<file path="config.mk">
export PLATFORM = sky130hd
export DESIGN_NAME = multi_cycle_ctrl_flat
export DESIGN_NICKNAME = d
export VERILOG_FILES = /design/src/rtl/ctrl_pkg.sv /design/src/rtl/multi_cycle_ctrl_if.sv /design/src/rtl/alu_dec.sv /design/src/rtl/multi_cycle_ctrl.sv /design/src/flat_wrapper.sv
export SDC_FILE = /design/constraint.sdc
export NUM_CORES = 1
export LEC_CHECK = 0
export ABC_CLOCK_PERIOD_IN_PS = 3500
export CORE_UTILIZATION = 47
export DETAILED_ROUTE_END_ITERATION = 10
export HOLD_SLACK_MARGIN = 0.02
export PLACE_DENSITY = 0.81
export SYNTH_ARGS = -nofsm -noshare
export SYNTH_HDL_FRONTEND = slang
export SYNTH_HIERARCHICAL = 1
export SYNTH_SLANG_ARGS = --single-unit
</file>
<file path="constraint.sdc">
create_clock -name clk -period 3.5 [get_ports clk]
set_input_delay 0.875 -clock clk [delete_from_list [all_inputs] [get_ports clk]]
set_output_delay 0.875 -clock clk [all_outputs]
set_load 0.02 [all_outputs]
</file>
<file path="src/rtl/ctrl_pkg.sv">
// Shared encodings for multi_cycle_ctrl: FSM states, MIPS opcodes and functs,
// ALU_Control codes, fault codes and opcode classification.
package ctrl_pkg;

    typedef enum logic [2:0] {
        ST_IDLE   = 3'd0,
        ST_FETCH  = 3'd1,
        ST_DECODE = 3'd2,
        ST_EXEC   = 3'd3,
        ST_MEM    = 3'd4,
        ST_WB     = 3'd5,
        ST_HALT   = 3'd7
    } state_t;

    typedef enum logic [1:0] {
        FAULT_NONE    = 2'b00,
        FAULT_ILLEGAL = 2'b01,
        FAULT_TIMEOUT = 2'b10
    } fault_t;

    typedef enum logic [2:0] {
        CLS_R,
        CLS_J,
        CLS_BEQ,
        CLS_ADDI,
        CLS_SLTI,
        CLS_LW,
        CLS_SW,
        CLS_ILLEGAL
    } op_class_t;

    localparam logic [5:0] OP_RTYPE = 6'h00;
    localparam logic [5:0] OP_J     = 6'h02;
    localparam logic [5:0] OP_BEQ   = 6'h04;
    localparam logic [5:0] OP_ADDI  = 6'h08;
    localparam logic [5:0] OP_SLTI  = 6'h0A;
    localparam logic [5:0] OP_LW    = 6'h23;
    localparam logic [5:0] OP_SW    = 6'h2B;

    localparam logic [5:0] FN_ADD = 6'h20;
    localparam logic [5:0] FN_SUB = 6'h22;
    localparam logic [5:0] FN_AND = 6'h24;
    localparam logic [5:0] FN_OR  = 6'h25;
    localparam logic [5:0] FN_NOR = 6'h27;
    localparam logic [5:0] FN_SLT = 6'h2A;

    localparam logic [2:0] ALU_AND = 3'b000;
    localparam logic [2:0] ALU_OR  = 3'b001;
    localparam logic [2:0] ALU_ADD = 3'b010;
    localparam logic [2:0] ALU_NOR = 3'b100;
    localparam logic [2:0] ALU_SUB = 3'b110;
    localparam logic [2:0] ALU_SLT = 3'b111;

    function automatic op_class_t classify(input logic [5:0] opcode);
        case (opcode)
            OP_RTYPE: return CLS_R;
            OP_J:     return CLS_J;
            OP_BEQ:   return CLS_BEQ;
            OP_ADDI:  return CLS_ADDI;
            OP_SLTI:  return CLS_SLTI;
            OP_LW:    return CLS_LW;
            OP_SW:    return CLS_SW;
            default:  return CLS_ILLEGAL;
        endcase
    endfunction

endpackage

</file>
<file path="src/rtl/multi_cycle_ctrl_if.sv">
// Instruction/data memory handshake between the controller (master) and memory (slave).
interface multi_cycle_ctrl_if;
    logic [31:0] inst;
    logic        mem_ack;
    logic        mem_req;
    logic        mem_we;

    modport master (
        output mem_req,
        output mem_we,
        input  inst,
        input  mem_ack
    );

    modport slave (
        input  mem_req,
        input  mem_we,
        output inst,
        output mem_ack
    );
endinterface

</file>
<file path="src/rtl/alu_dec.sv">
// Combinational ALU decoder: opcode class plus funct to ALU_Control, with a
// legal flag that rejects unknown opcodes and unknown R-type functs.
module alu_dec
    import ctrl_pkg::*;
(
    input  op_class_t   op_class,
    input  logic [5:0]  funct,
    output logic [2:0]  alu_ctrl,
    output logic        legal
);

    always_comb begin
        // NOTE: defaults first so every path assigns every output and no latch is inferred.
        alu_ctrl = ALU_AND;
        legal    = 1'b1;
        case (op_class)
            CLS_R: begin
                case (funct)
                    FN_ADD:  alu_ctrl = ALU_ADD;
                    FN_SUB:  alu_ctrl = ALU_SUB;
                    FN_AND:  alu_ctrl = ALU_AND;
                    FN_OR:   alu_ctrl = ALU_OR;
                    FN_NOR:  alu_ctrl = ALU_NOR;
                    FN_SLT:  alu_ctrl = ALU_SLT;
                    default: legal    = 1'b0;
                endcase
            end
            CLS_ADDI, CLS_LW, CLS_SW: alu_ctrl = ALU_ADD;
            CLS_SLTI:                 alu_ctrl = ALU_SLT;
            CLS_BEQ:                  alu_ctrl = ALU_SUB;
            CLS_J:                    alu_ctrl = ALU_AND;
            default:                  legal    = 1'b0;
        endcase
    end

endmodule

</file>
<file path="src/rtl/multi_cycle_ctrl.sv">
// Multi-cycle MIPS-subset control unit: FETCH/DECODE/EXEC/MEM/WB sequencer with
// memory timeout and illegal-opcode faults. Optional CTRL_PERF_CNT_EN adds instret/cycles.
module multi_cycle_ctrl
    import ctrl_pkg::*;
#(
    parameter int unsigned TIMEOUT_CYC = 15
) (
    input  logic               clk,
    input  logic               rst,
    multi_cycle_ctrl_if.master mem,
    input  logic               zero,
    output logic               ir_we,
    output logic               pc_we,
    output logic               Jump,
    output logic               RegWrite,
    output logic               RegDst,
    output logic               MentoReg,
    output logic               ALUSrc_B,
    output logic               Branch,
    output logic [2:0]         ALU_Control,
    output logic [25:0]        inst_field,
    output logic [2:0]         state,
    output logic [1:0]         fault
`ifdef CTRL_PERF_CNT_EN
    ,
    output logic [31:0]        instret,
    output logic [31:0]        cycles
`endif
);

    // wait_cnt counts request cycles already spent without ack; the last allowed one is WAIT_LAST.
    localparam logic [7:0] WAIT_LAST = 8'(TIMEOUT_CYC - 1);

    state_t     state_q, state_d;
    fault_t     fault_q, fault_d;
    logic [5:0] opcode_q, funct_q;
    logic [7:0] wait_cnt;
    op_class_t  op_class;
    logic [2:0] alu_code;
    logic       op_legal;
    logic       timeout;

    assign op_class = classify(opcode_q);
    assign timeout  = (wait_cnt == WAIT_LAST) && !mem.mem_ack;
    assign state    = state_q;
    assign fault    = fault_q;

    alu_dec u_alu_dec (
        .op_class (op_class),
        .funct    (funct_q),
        .alu_ctrl (alu_code),
        .legal    (op_legal)
    );

    always_ff @(posedge clk or negedge rst) begin
        if (!rst) begin
            // NOTE: the decode registers are reset too; inst_field is visible and must read 0 out of reset.
            state_q    <= ST_IDLE;
            fault_q    <= FAULT_NONE;
            wait_cnt   <= '0;
            opcode_q   <= '0;
            funct_q    <= '0;
            inst_field <= '0;
        end else begin
            // NOTE: non-blocking assignments so every register samples pre-edge values.
            state_q <= state_d;
            fault_q <= fault_d;
            if (state_d != state_q)
                wait_cnt <= '0;
            else if (state_q == ST_FETCH || state_q == ST_MEM)
                wait_cnt <= wait_cnt + 8'd1;
            if (ir_we) begin
                opcode_q   <= mem.inst[31:26];
                funct_q    <= mem.inst[5:0];
                inst_field <= mem.inst[25:0];
            end
        end
    end

    always_comb begin
        state_d     = state_q;
        fault_d     = fault_q;
        mem.mem_req = 1'b0;
        mem.mem_we  = 1'b0;
        ir_we       = 1'b0;
        pc_we       = 1'b0;
        Jump        = 1'b0;
        RegWrite    = 1'b0;
        RegDst      = 1'b0;
        MentoReg    = 1'b0;
        ALUSrc_B    = 1'b0;
        Branch      = 1'b0;
        ALU_Control = ALU_AND;
        case (state_q)
            ST_IDLE: state_d = ST_FETCH;
            ST_FETCH: begin
                mem.mem_req = 1'b1;
                if (mem.mem_ack) begin
                    ir_we   = 1'b1;
                    pc_we   = 1'b1;
                    state_d = ST_DECODE;
                end else if (timeout) begin
                    fault_d = FAULT_TIMEOUT;
                    state_d = ST_HALT;
                end
            end
            ST_DECODE: begin
                if (op_legal) begin
                    state_d = ST_EXEC;
                end else begin
                    fault_d = FAULT_ILLEGAL;
                    state_d = ST_HALT;
                end
            end
            ST_EXEC: begin
                ALU_Control = alu_code;
                case (op_class)
                    CLS_R:              state_d = ST_WB;
                    CLS_ADDI, CLS_SLTI: begin
                        ALUSrc_B = 1'b1;
                        state_d  = ST_WB;
                    end
                    CLS_LW, CLS_SW: begin
                        ALUSrc_B = 1'b1;
                        state_d  = ST_MEM;
                    end
                    CLS_BEQ: begin
                        Branch  = 1'b1;
                        pc_we   = zero;
                        state_d = ST_FETCH;
                    end
                    CLS_J: begin
                        Jump    = 1'b1;
                        pc_we   = 1'b1;
                        state_d = ST_FETCH;
                    end
                    default: begin
                        fault_d = FAULT_ILLEGAL;
                        state_d = ST_HALT;
                    end
                endcase
            end
            ST_MEM: begin
                // Address path stays selected for the whole access.
                ALU_Control = alu_code;
                ALUSrc_B    = 1'b1;
                mem.mem_req = 1'b1;
                mem.mem_we  = (op_class == CLS_SW);
                if (mem.mem_ack) begin
                    state_d = (op_class == CLS_SW) ? ST_FETCH : ST_WB;
                end else if (timeout) begin
                    fault_d = FAULT_TIMEOUT;
                    state_d = ST_HALT;
                end
            end
            ST_WB: begin
                // ALU operands are held so the unregistered ALU result is still valid at write-back.
                ALU_Control = alu_code;
                ALUSrc_B    = (op_class != CLS_R);
                RegWrite    = 1'b1;
                RegDst      = (op_class == CLS_R);
                MentoReg    = (op_class == CLS_LW);
                state_d     = ST_FETCH;
            end
            ST_HALT: state_d = ST_HALT;
            default: state_d = ST_IDLE;
        endcase
    end

`ifdef CTRL_PERF_CNT_EN
    always_ff @(posedge clk or negedge rst) begin
        if (!rst) begin
            instret <= '0;
            cycles  <= '0;
        end else begin
            if (state_d == ST_FETCH &&
                (state_q == ST_EXEC || state_q == ST_MEM || state_q == ST_WB))
                instret <= instret + 32'd1;
            if (state_q != ST_IDLE && state_q != ST_HALT)
                cycles <= cycles + 32'd1;
        end
    end
`endif

endmodule

</file>
<file path="src/flat_wrapper.sv">
// flat-port wrapper written by rule: the top's interface ports become plain ports
module multi_cycle_ctrl_flat import ctrl_pkg::*;
#(
    parameter int unsigned TIMEOUT_CYC = 15
)
  (clk, rst, zero, ir_we, pc_we, Jump, RegWrite, RegDst, MentoReg, ALUSrc_B, Branch, ALU_Control, inst_field, state, fault, mem_mem_req, mem_mem_we, mem_inst, mem_mem_ack);
  multi_cycle_ctrl_if mem_i ();
  input  logic clk;
  input  logic rst;
  input  logic zero;
  output logic ir_we;
  output logic pc_we;
  output logic Jump;
  output logic RegWrite;
  output logic RegDst;
  output logic MentoReg;
  output logic ALUSrc_B;
  output logic Branch;
  output logic [2:0] ALU_Control;
  output logic [25:0] inst_field;
  output logic [2:0] state;
  output logic [1:0] fault;
  output wire logic [$bits(mem_i.mem_req)-1:0] mem_mem_req;
  output wire logic [$bits(mem_i.mem_we)-1:0] mem_mem_we;
  input wire logic [$bits(mem_i.inst)-1:0] mem_inst;
  input wire logic [$bits(mem_i.mem_ack)-1:0] mem_mem_ack;
  assign mem_mem_req = mem_i.mem_req;
  assign mem_mem_we = mem_i.mem_we;
  assign mem_i.inst = mem_inst;
  assign mem_i.mem_ack = mem_mem_ack;
  multi_cycle_ctrl #(.TIMEOUT_CYC(TIMEOUT_CYC)) u_core (.clk(clk), .rst(rst), .mem(mem_i), .zero(zero), .ir_we(ir_we), .pc_we(pc_we), .Jump(Jump), .RegWrite(RegWrite), .RegDst(RegDst), .MentoReg(MentoReg), .ALUSrc_B(ALUSrc_B), .Branch(Branch), .ALU_Control(ALU_Control), .inst_field(inst_field), .state(state), .fault(fault));
endmodule
</file>
==> impl_results.md <==
* Nets at 353
* GRT busiest layer: met2
* Cells after Synth at 233
* HP Start: u_core/inst_field[19]$_DFFE_PN0P_
* Sum of negative setup slack at 0 ps
* Ys async rst share at 100.0%
* Antenna violations before repair at 0
* Number of distinct library cells after synthesis at 59
* Vias in the first global route at 2062
* Sequential power share at 31.0%
* Clock Pin Slew Worst Setup and Hold Paths at 80 ps
* Clock Skews at 3.452 ps
* Synth area leaders: dfrtp_1, mux2_2, mux2_1
* Reg2Reg Depth at 9
* Internal power at 1.774 mW
* CP Data Required Time at 2620 ps
* GR Overflow Total at 0
* Root Driver: clkbuf_8
* Bufs on Longest Clock Path at 2
* Final setup viols at 0
* CTS tree: built
* Routed WL per cell at 14.91 um
* Initial DRC Count at 163
* Slew headroom at 34.42%
* Port buffer count at 79
* Die width at 75.26 um
* P&R area growth vs syn at 37.90%
* Initial core utilization at 49.07%
* Pre-CTS setup slack at 136.3 ps
* P_sw at 1.307 mW
* Grt met1 use at 26.83%
* Clock sink count at 45
* Mapped cell area at 2522 sq um
* Pwr dens at 885.8 nW/um^2
* Sw frac at 42.41%
* Vias at 2133
* RSZ-0062 raised after global routing: false
* Reg2Reg Launch Point: u_core/opcode_q[0]$_DFFE_PN0P_
* Final worst slack at 154.7 ps
* Met2 track demand over resource at 37.04%
* Post-detailed-route via-to-cell ratio at 5.540
* Placer congestion estimate at 0.9446
* Worst reg2reg endpoint: u_core/wait_cnt[5]$_DFFE_PN0P_
* Rows at 26
* Maximum VDD drop at 0.0004394 V
* Hold path cells at 1
* I/O pin cnt at 80
* R2R Setup Slk at 870 ps
* CP max FO at 6
* Largest net degree at the start of global routing at 46
* Final hold viol count at 0
* Total Routing Usage GR at 21.80%
* # DRC at 0
* CP max stage delay at 540 ps
* Router iterations before antenna repair at 4
* Dpl hpwl at 4.185 mm
* Post-route clock period utilization at 95.58%
* Clk network pwr share at 10.3%
* Hold/Removal Path Class: flip-flop to flip-flop
* WHS Endpoint: u_core/inst_field[19]$_DFFE_PN0P_
* Crit-path cells: or2_1 > nor3_2 > o21bai_1 > or4b_1 > a21oi_1 > and2_1 > dlygate4sd2_1
* Cts bufs inserted at 5
* CP max-delay cell: or4b_1
* First-pass GRT wire length at 9.211 mm
* CP top delay family: simple AND/OR/NAND/NOR gates
* Fin crit period at 3345 ps
* Height of the die at 75.26 um
* Post-synth top area cell: dfrtp_1
* Startpoint types: flip-flop
* Die area at 5664 sq um
* Ys flop type: dfrtp_1
* CTS H-Tree Depth at 2
* Yosys reg bits at 45
* Avg Inst Size Synth at 10.83 sq um
* YS warnings at 6
* Top-area cell type share of the netlist area at 44.64%
* Critical path capture point type: output pin
* Share of cells above drive strength 1 at 17.14%
* Worst setup startpoint: u_core/opcode_q[0]$_DFFE_PN0P_
* Crit path DAT at 2470 ps
* Final ANT Viol Nets at 0
* Core Region at 5140 sq um
* Fmax at 0.2989 GHz
* GR Util met3 at 6.158%
* WS Path Type: flip-flop to output pin
* Status: finished, final reports clean
* Leakage at 1.389 nW
* Number of inserted diodes at 0
* Sequential element share of the synthesized area at 44.64%
* Worst-Margin Slew at 983.7 ps
* Max Cap Viol at 0
* Routed Wire Length at 5.739 mm
* Logic gate share of total power at 58.7%
* Hold_buf cts at 0
* Slew Limit Fails at 0
* Post-synth EDFFs at 0
* Synth Net Count at 271
* Clk_lat worst skew at 290 ps
* CP Buf/Inv Count at 1
worst register-to-register path: stages (launching register included):
cell and delay (ps):
dfrtp_1 380, buf_4 150, nor3_1 300, o21ai_1 190
buf_4 190, and3_1 190, a31oi_1 250, or3_1 170
nand4bb_1 360, a211oi_1 350
power by group through the flow:
stage	Clock [mW]	Combinational [mW]	Sequential (mW)
CTS	0.332	1.81	0.955
floorplan	0	0.970	1.11
detailed placement	0	1.79	0.963
global placement	0	1.77	0.948
finish	0.317	1.81	0.956
global route	0.351	1.95	1.00
what timing repair did:
action	4_1_cts	5_1_grt
setup endpoints to repair	2	1
setup buffers	0	0
pin swaps	0	0
gates resized for setup	5	1
layout make-up:
type	instances	area (sq um)
clock buffers	7	86.33
fillers	439	1662
inverters	5	18.77
multi-input cells	167	1285
flip-flops and latches	45	1127
well taps	70	87.58
repair buffers	91	873.3
worst max-delay path by stage:
stage,end,cells after the start
finish,ALU_Control[1],7
detailed placement,ALU_Control[1],7
global placement,ALU_Control[1],7
floorplan,pc_we,5
global route,ALU_Control[1],7
CTS,ALU_Control[1],7
layer usage:
metal / part of all wire [%] / vias to the layer above
li1: - / 1029
met1: 43 / 1028
met2: 50 / 68
met3: 5.4 / 8
met4: 1.4 / 0
met5: 0 / -
placed cells by master (no fill, tap or decap), types with 3 or more instances in the layout:
cell type,netlist,routed
buf_4,0,12
dfrtp_1,45,44
nand3_1,3,3
o21ai_0,5,4
nand3b_1,3,3
and3b_1,3,3
nor3_1,9,8
mux2_1,8,8
nand2_1,10,10
clkbuf_8,1,6
and2_1,3,3
a31oi_1,4,4
mux2_2,24,24
xnor2_1,8,8
nand4_1,4,4
and3_1,4,4
a21oi_1,8,8
clkdlybuf4s50_1,0,76
nor2b_1,3,3
o21bai_1,3,3
a211oi_1,8,8
nor2_1,13,12
inv_1,5,5
synth_stat cells (5+ instances only):
library cell  number
dfrtp_1           45
mux2_2            24
nor2_1            13
nand2_1           10
nor3_1             9
a211oi_1           8
a21oi_1            8
mux2_1             8
xnor2_1            8
clkbuf_1           6
buf_2              5
inv_1              5
o21ai_0            5
kinds of logic after synthesis:
family                     count (synthesis)  synth area share, %
muxes                                     33                14.68
AOI/OAI and AO/OA                         47                13.49
xor gates and xnor gates                   9                3.125
and+or+nand+nor                           76                18.11
DFF                                       45                44.64
buffers and inverters                     21                4.960
adders and majority gates                  2               0.9919
through the flow:
| step | power (mW) | std cells | area (sq um) | hold slack [ps] | util, % |
|---|---|---|---|---|---|
| after floorplan | 2.075 | 233 | 2522 | 527.6 | - |
| after global placement | 2.720 | 378 | 3386 | 465.4 | 65.87 |
| after detailed placement | 2.757 | 378 | 3386 | 473.7 | 65.87 |
| after CTS | 3.093 | 385 | 3476 | 492.0 | 67.62 |
| after global routing | 3.297 | 385 | 3478 | 508.1 | 67.67 |
| final | 3.081 | 385 | 3478 | 485.3 | 67.67 |
registers in the layout (all words and copies together) (netlist names):
signal and count:
u_core/inst_field 26, u_core/wait_cnt 8, u_core/opcode_q 6, u_core/state 3, u_core/fault 2
(Power assumes the default switching activity.)
==> RTL edit 1, RTL diff (same flow settings) <==
Put one more register stage on the output `fault`, cleared by the reset. The value now appears one clock later. The other outputs are not delayed to match.
--- a/src/rtl/multi_cycle_ctrl.sv
+++ b/src/rtl/multi_cycle_ctrl.sv
@@ -43,7 +43,13 @@
     assign op_class = classify(opcode_q);
     assign timeout  = (wait_cnt == WAIT_LAST) && !mem.mem_ack;
     assign state    = state_q;
-    assign fault    = fault_q;
+    always_ff @(posedge clk or negedge rst) begin
+        if (!rst) begin
+            fault <= '0;
+        end else begin
+            fault <= fault_q;
+        end
+    end
 
     alu_dec u_alu_dec (
         .op_class (op_class),
Check against the original RTL: not equivalent (a bounded check fails within 4 cycles, from zero or initial values and one cycle with rst low).
==> RTL edit 1 against the original RTL <==
- fmax grew 0.98%
- critical path depth grew 1
- register-to-register slack lost 0.06 ns
- design area is essentially flat
- largest power group unchanged
- highest routed layer unchanged
- sequential cell count grew 2
- routed wire length shrank 4.0%
- power shrank 1.0%
- worst setup slack gained 0.032 ns
- global-route usage shrank 0.57 points
- synthesized area shrank 1.8%
- count of clock-buffer cells in the layout shrank 1
- synthesized cell count shrank 1.7%
- non-clock buffer count shrank 5
==> RTL edit 1: results (changes against the original RTL) <==
setup_path:
  rr_worst_depth: 10  # was 9
  r2r_end: "u_core/wait_cnt[1]$_DFFE_PN0P_"  # was u_core/wait_cnt[5]$_DFFE_PN0P_
  regToRegStartpoint: "u_core/opcode_q[5]$_DFFE_PN0P_"  # was u_core/opcode_q[0]$_DFFE_PN0P_
  crit_fanout: 8  # was 6
  worstPathArrival_ns: 2.44  # was 2.47 ns
  critical-path-max-stage-delay_ns: 0.52  # was 0.54 ns
  r2r_setup_slack_ns: 0.81  # was 0.87 ns
layout:
  finalNonFillerCells: 382  # was 385
  drive_gt1_frac: 0.208  # was 0.171
  final_nets: 349  # was 353
placement:
  place_hpwl_um: 3910  # was 4180 um
  place_inst: 374  # was 378
  placed_area_um2: 3350  # was 3390 um^2
  gp_congestion: 0.893  # was 0.945
  pre_cts_slack_ns: 0.0417  # was 0.136 ns
hold_path:
  hold_path_depth: 0  # was 1
  whs_endpoint: "u_core/fault[1]$_DFF_PN0_"  # was u_core/inst_field[19]$_DFFE_PN0P_
  worstHoldStart: "u_core/fault_q[1]$_DFFE_PN0P_"  # was u_core/inst_field[19]$_DFFE_PN0P_
  hp-class: "flop to flop"  # unchanged
drt:
  drt_iter0_drc: 117  # was 163
  vias: 2054  # was 2133
  wl_per_cell_um: 14.4  # was 14.9 um
synthesis:
  synth_top_cells_by_count: "dfrtp_1, mux2_2, nor2_1"  # unchanged
  synthesis.yosys.warnings: 6  # unchanged
  synth_cells: 229  # was 233
  synth_nets: 267  # was 271
  ys_types: 53  # was 59
  synth.area.top_cells: "dfrtp_1, mux2_2, nor2_1"  # was dfrtp_1, mux2_2, mux2_1
  ys_seq_area_frac: 0.475  # was 0.446
timing:
  holdWs_ns: 0.382  # was 0.485 ns
  finClkSkew_ns: 0.00922  # was 0.00345 ns
  tightest_slew_ns: 1.04  # was 0.984 ns
power:
  vdd_drop_max_v: 0.000539  # was 0.000439 V
  leakage_uw: 0.00141  # was 0.00139 uW
  p_per_area_nw_per_um2: 877  # was 886 nW/um^2
clocking:
  worst_setup_hold_path_clk_slew_ns: 0.09
run_status:
  status: "complete, no violations"  # unchanged
global_route:
  grt_pass1_wl_um: 8930  # was 9210 um
  grt_pass1_vias: 1948  # was 2062
  grt_usage: 0.212  # was 0.218
  grt_max_degree: 48  # was 46
[RTL edit 1: cells by family after synthesis]
logic type,Yosys count,share of synthesized area
DFF,47,0.475
buffers and inverters,17,0.0338
and+or+nand+nor,83,0.187
xor gates and xnor gates,8,0.0283
muxes,32,0.145
adders and majority gates,2,0.0101
AOI/OAI and AO/OA,40,0.121
[RTL edit 1: how the worst max path moves through the flow]
stage	start	to	slack, ns	cells after the start
after floorplan	u_core/opcode_q[3]$_DFFE_PN0P_	ALU_Control[1]	0.61	7
after global placement	u_core/opcode_q[0]$_DFFE_PN0P_	ALU_Control[1]	0.09	8
after detailed placement	u_core/opcode_q[0]$_DFFE_PN0P_	ALU_Control[1]	0.04	7
after CTS	u_core/opcode_q[0]$_DFFE_PN0P_	ALU_Control[1]	0.0005	7
after global routing	u_core/opcode_q[0]$_DFFE_PN0P_	ALU_Control[1]	0.009	8
final	u_core/opcode_q[5]$_DFFE_PN0P_	ALU_Control[1]	0.19	8
[RTL edit 1: repair_timing]
action	CTS	global route
endpoints found under the setup margin	2	3
resized for setup	3	8
hold buffers	0	0
cloned	0	0
pin swaps	0	0
[RTL edit 1: layout make-up]
type	instances	area [um^2]
well taps	70	87.6
multi-input cells	165	1230
flip-flops and latches	47	1180
fillers	399	1630
repair buffers	86	831
inverters	6	22.5
clock buffers	6	72.6
clock inverters	2	60.1
[RTL edit 1: per-layer routing]
| metal | GRT usage | wire, um |
|---|---|---|
| met1 | 0.264 | 2370 |
| met2 | 0.348 | 2680 |
| met3 | 0.0637 | 379 |
| met4 | 0.0797 | 85 |
| met5 | 0 | 0 |
[RTL edit 1: where the power goes]
group          leakage, uW  total, uW  switching, uW  internal (uW)
logic             0.000782       1630            831            796
clock network    0.0000654        464            178            285
registers         0.000567        959            205            755
total              0.00141       3050           1210           1840
==> RTL edit 2, RTL diff (same settings) <==
Made on the original files. `TIMEOUT_CYC` is set to 15 in 2 places; all go to 14.
--- a/src/rtl/multi_cycle_ctrl.sv
+++ b/src/rtl/multi_cycle_ctrl.sv
@@ -3,7 +3,7 @@
 module multi_cycle_ctrl
     import ctrl_pkg::*;
 #(
-    parameter int unsigned TIMEOUT_CYC = 15
+    parameter int unsigned TIMEOUT_CYC = 14
 ) (
     input  logic               clk,
     input  logic               rst,
--- a/src/flat_wrapper.sv
+++ b/src/flat_wrapper.sv
@@ -1,7 +1,7 @@
 // flat-port wrapper written by rule: the top's interface ports become plain ports
 module multi_cycle_ctrl_flat import ctrl_pkg::*;
 #(
-    parameter int unsigned TIMEOUT_CYC = 15
+    parameter int unsigned TIMEOUT_CYC = 14
 )
   (clk, rst, zero, ir_we, pc_we, Jump, RegWrite, RegDst, MentoReg, ALUSrc_B, Branch, ALU_Control, inst_field, state, fault, mem_mem_req, mem_mem_we, mem_inst, mem_mem_ack);
   multi_cycle_ctrl_if mem_i ();
Function: no difference found for any inputs over 10 cycles, from zero or initial values and one cycle with rst low; that may be too few to reach the edited logic, so the function may still have changed.
==> RTL edit 2 against the original RTL <==
- final cell count fell by 0.52%
- design area is 1.3% lower
- core utilization rose by 3.6 points
- synthesized area down 5.0%
- power is 1.5% lower
- worst setup slack gained 0.046 ns
- sequential cell count stayed put
- routed wire length shrank 5.8%
- die area fell by 4.8%
- critical endpoint unchanged
- largest cell class unchanged
- highest routed layer unchanged
==> RTL edit 2: results (changes against the original RTL) <==
synthesis:
  ys_types: 50  # was 59
  synth_nets: 262  # was 271
  synth.area.top_cells: "dfrtp_1, mux2_2, nand2_1"  # was dfrtp_1, mux2_2, mux2_1
  synthesis.yosys.warnings: 6  # unchanged
  synth_top_cells_by_count: "dfrtp_1, mux2_2, nand2_1, nor2_1"  # was dfrtp_1, mux2_2, nor2_1
  ys_seq_area_frac: 0.470  # was 0.446
layout:
  clk_share: 0.0295  # was 0.0248
  seq_area_frac: 0.328  # was 0.324
  drive_gt1_frac: 0.222  # was 0.171
  diodes: 0  # unchanged
  final_nets: 353  # unchanged
  nFillCells: 377  # was 439
  buf_share: 0.255  # was 0.251
  multi_input_gates: 164  # was 167
  top_regs: "u_core/inst_field (26), u_core/wait_cnt (8), u_core/opcode_q (6)"  # unchanged
  multi_input_area_share: 0.357  # was 0.369
  nonClockBufferCount: 93  # was 91
  n_all_inverters: 6  # was 5
timing:
  tightest_slew_ns: 0.979  # was 0.984 ns
  period_needed_ns: 3.30  # was 3.35 ns
  finClkSkew_ns: 0.00751  # was 0.00345 ns
  holdWs_ns: 0.501  # was 0.485 ns
drt:
  drt_iter0_drc: 128  # was 163
  wl_per_cell_um: 14.1  # was 14.9 um
  vias_per_cell: 5.33  # was 5.54
setup_path:
  critical-path-max-stage-delay_ns: 0.51  # was 0.54 ns
  r2r_setup_slack_ns: 0.61  # was 0.87 ns
  crit_fanout: 4  # was 6
  r2r_end: "u_core/wait_cnt[1]$_DFFE_PN0P_"  # was u_core/wait_cnt[5]$_DFFE_PN0P_
  worstPathArrival_ns: 2.42  # was 2.47 ns
  critPathSlowestCell: "or4b_1"  # unchanged
  rr_worst_depth: 12  # was 9
global_route:
  grt_usage: 0.219  # was 0.218
  antenna_found_initial: 0  # unchanged
  grt_pass1_vias: 1999  # was 2062
  grt_pass1_wl_um: 8950  # was 9210 um
hold_path:
  worstHoldStart: "u_core/fault[0]$_DFFE_PN0P_"  # was u_core/inst_field[19]$_DFFE_PN0P_
  whs_endpoint: "u_core/fault[0]$_DFFE_PN0P_"  # was u_core/inst_field[19]$_DFFE_PN0P_
power:
  leakage_uw: 0.00140  # was 0.00139 uW
  vdd_drop_max_v: 0.000501  # was 0.000439 V
clocking:
  ctsResizeCount: 5  # unchanged
  clockBufferDepth: 2  # unchanged
  cts-root-buf: "clkbuf_8"  # unchanged
  h-tree-depth: 2  # unchanged
placement:
  place_hpwl_um: 3930  # was 4180 um
  gp_congestion: 0.834  # was 0.945
  pre_cts_slack_ns: -0.0195  # was 0.136 ns
run_status:
  status: "complete, no violations"  # unchanged
-- RTL edit 2: stage by stage --
stage | std cells | instance area, um^2 | total power [uW]
finish | 383 | 3430 | 3040
global route | 383 | 3430 | 3240
CTS | 383 | 3430 | 3040
detailed placement | 375 | 3330 | 2680
global placement | 375 | 3330 | 2650
floorplan | 224 | 2400 | 1970
-- RTL edit 2: logic make-up (layout without fill, tap and decap cells) --
family,after synthesis,count (layout),share of synthesized area
and+or+nand+nor,84,84,0.197
DFF,45,45,0.470
AOI/OAI and AO/OA,38,38,0.117
muxes,31,31,0.146
buffers and inverters,15,107,0.0266
xor gates and xnor gates,8,8,0.0292
adders and majority gates,3,3,0.0146
-- RTL edit 2: report_power, final --
group          total [uW]  internal (uW)  switching [uW]
combinational        1740            875             865
sequential            949            731             217
clock                 347            179             168
-- RTL edit 2: metal layers --
metal  track usage  vias up  wire [um]
met3        0.0590        6        320
met1         0.284      977       2440
met2         0.360       60       2570
li1              -      997          -
met4        0.0684        0         81
met5             0        -          0
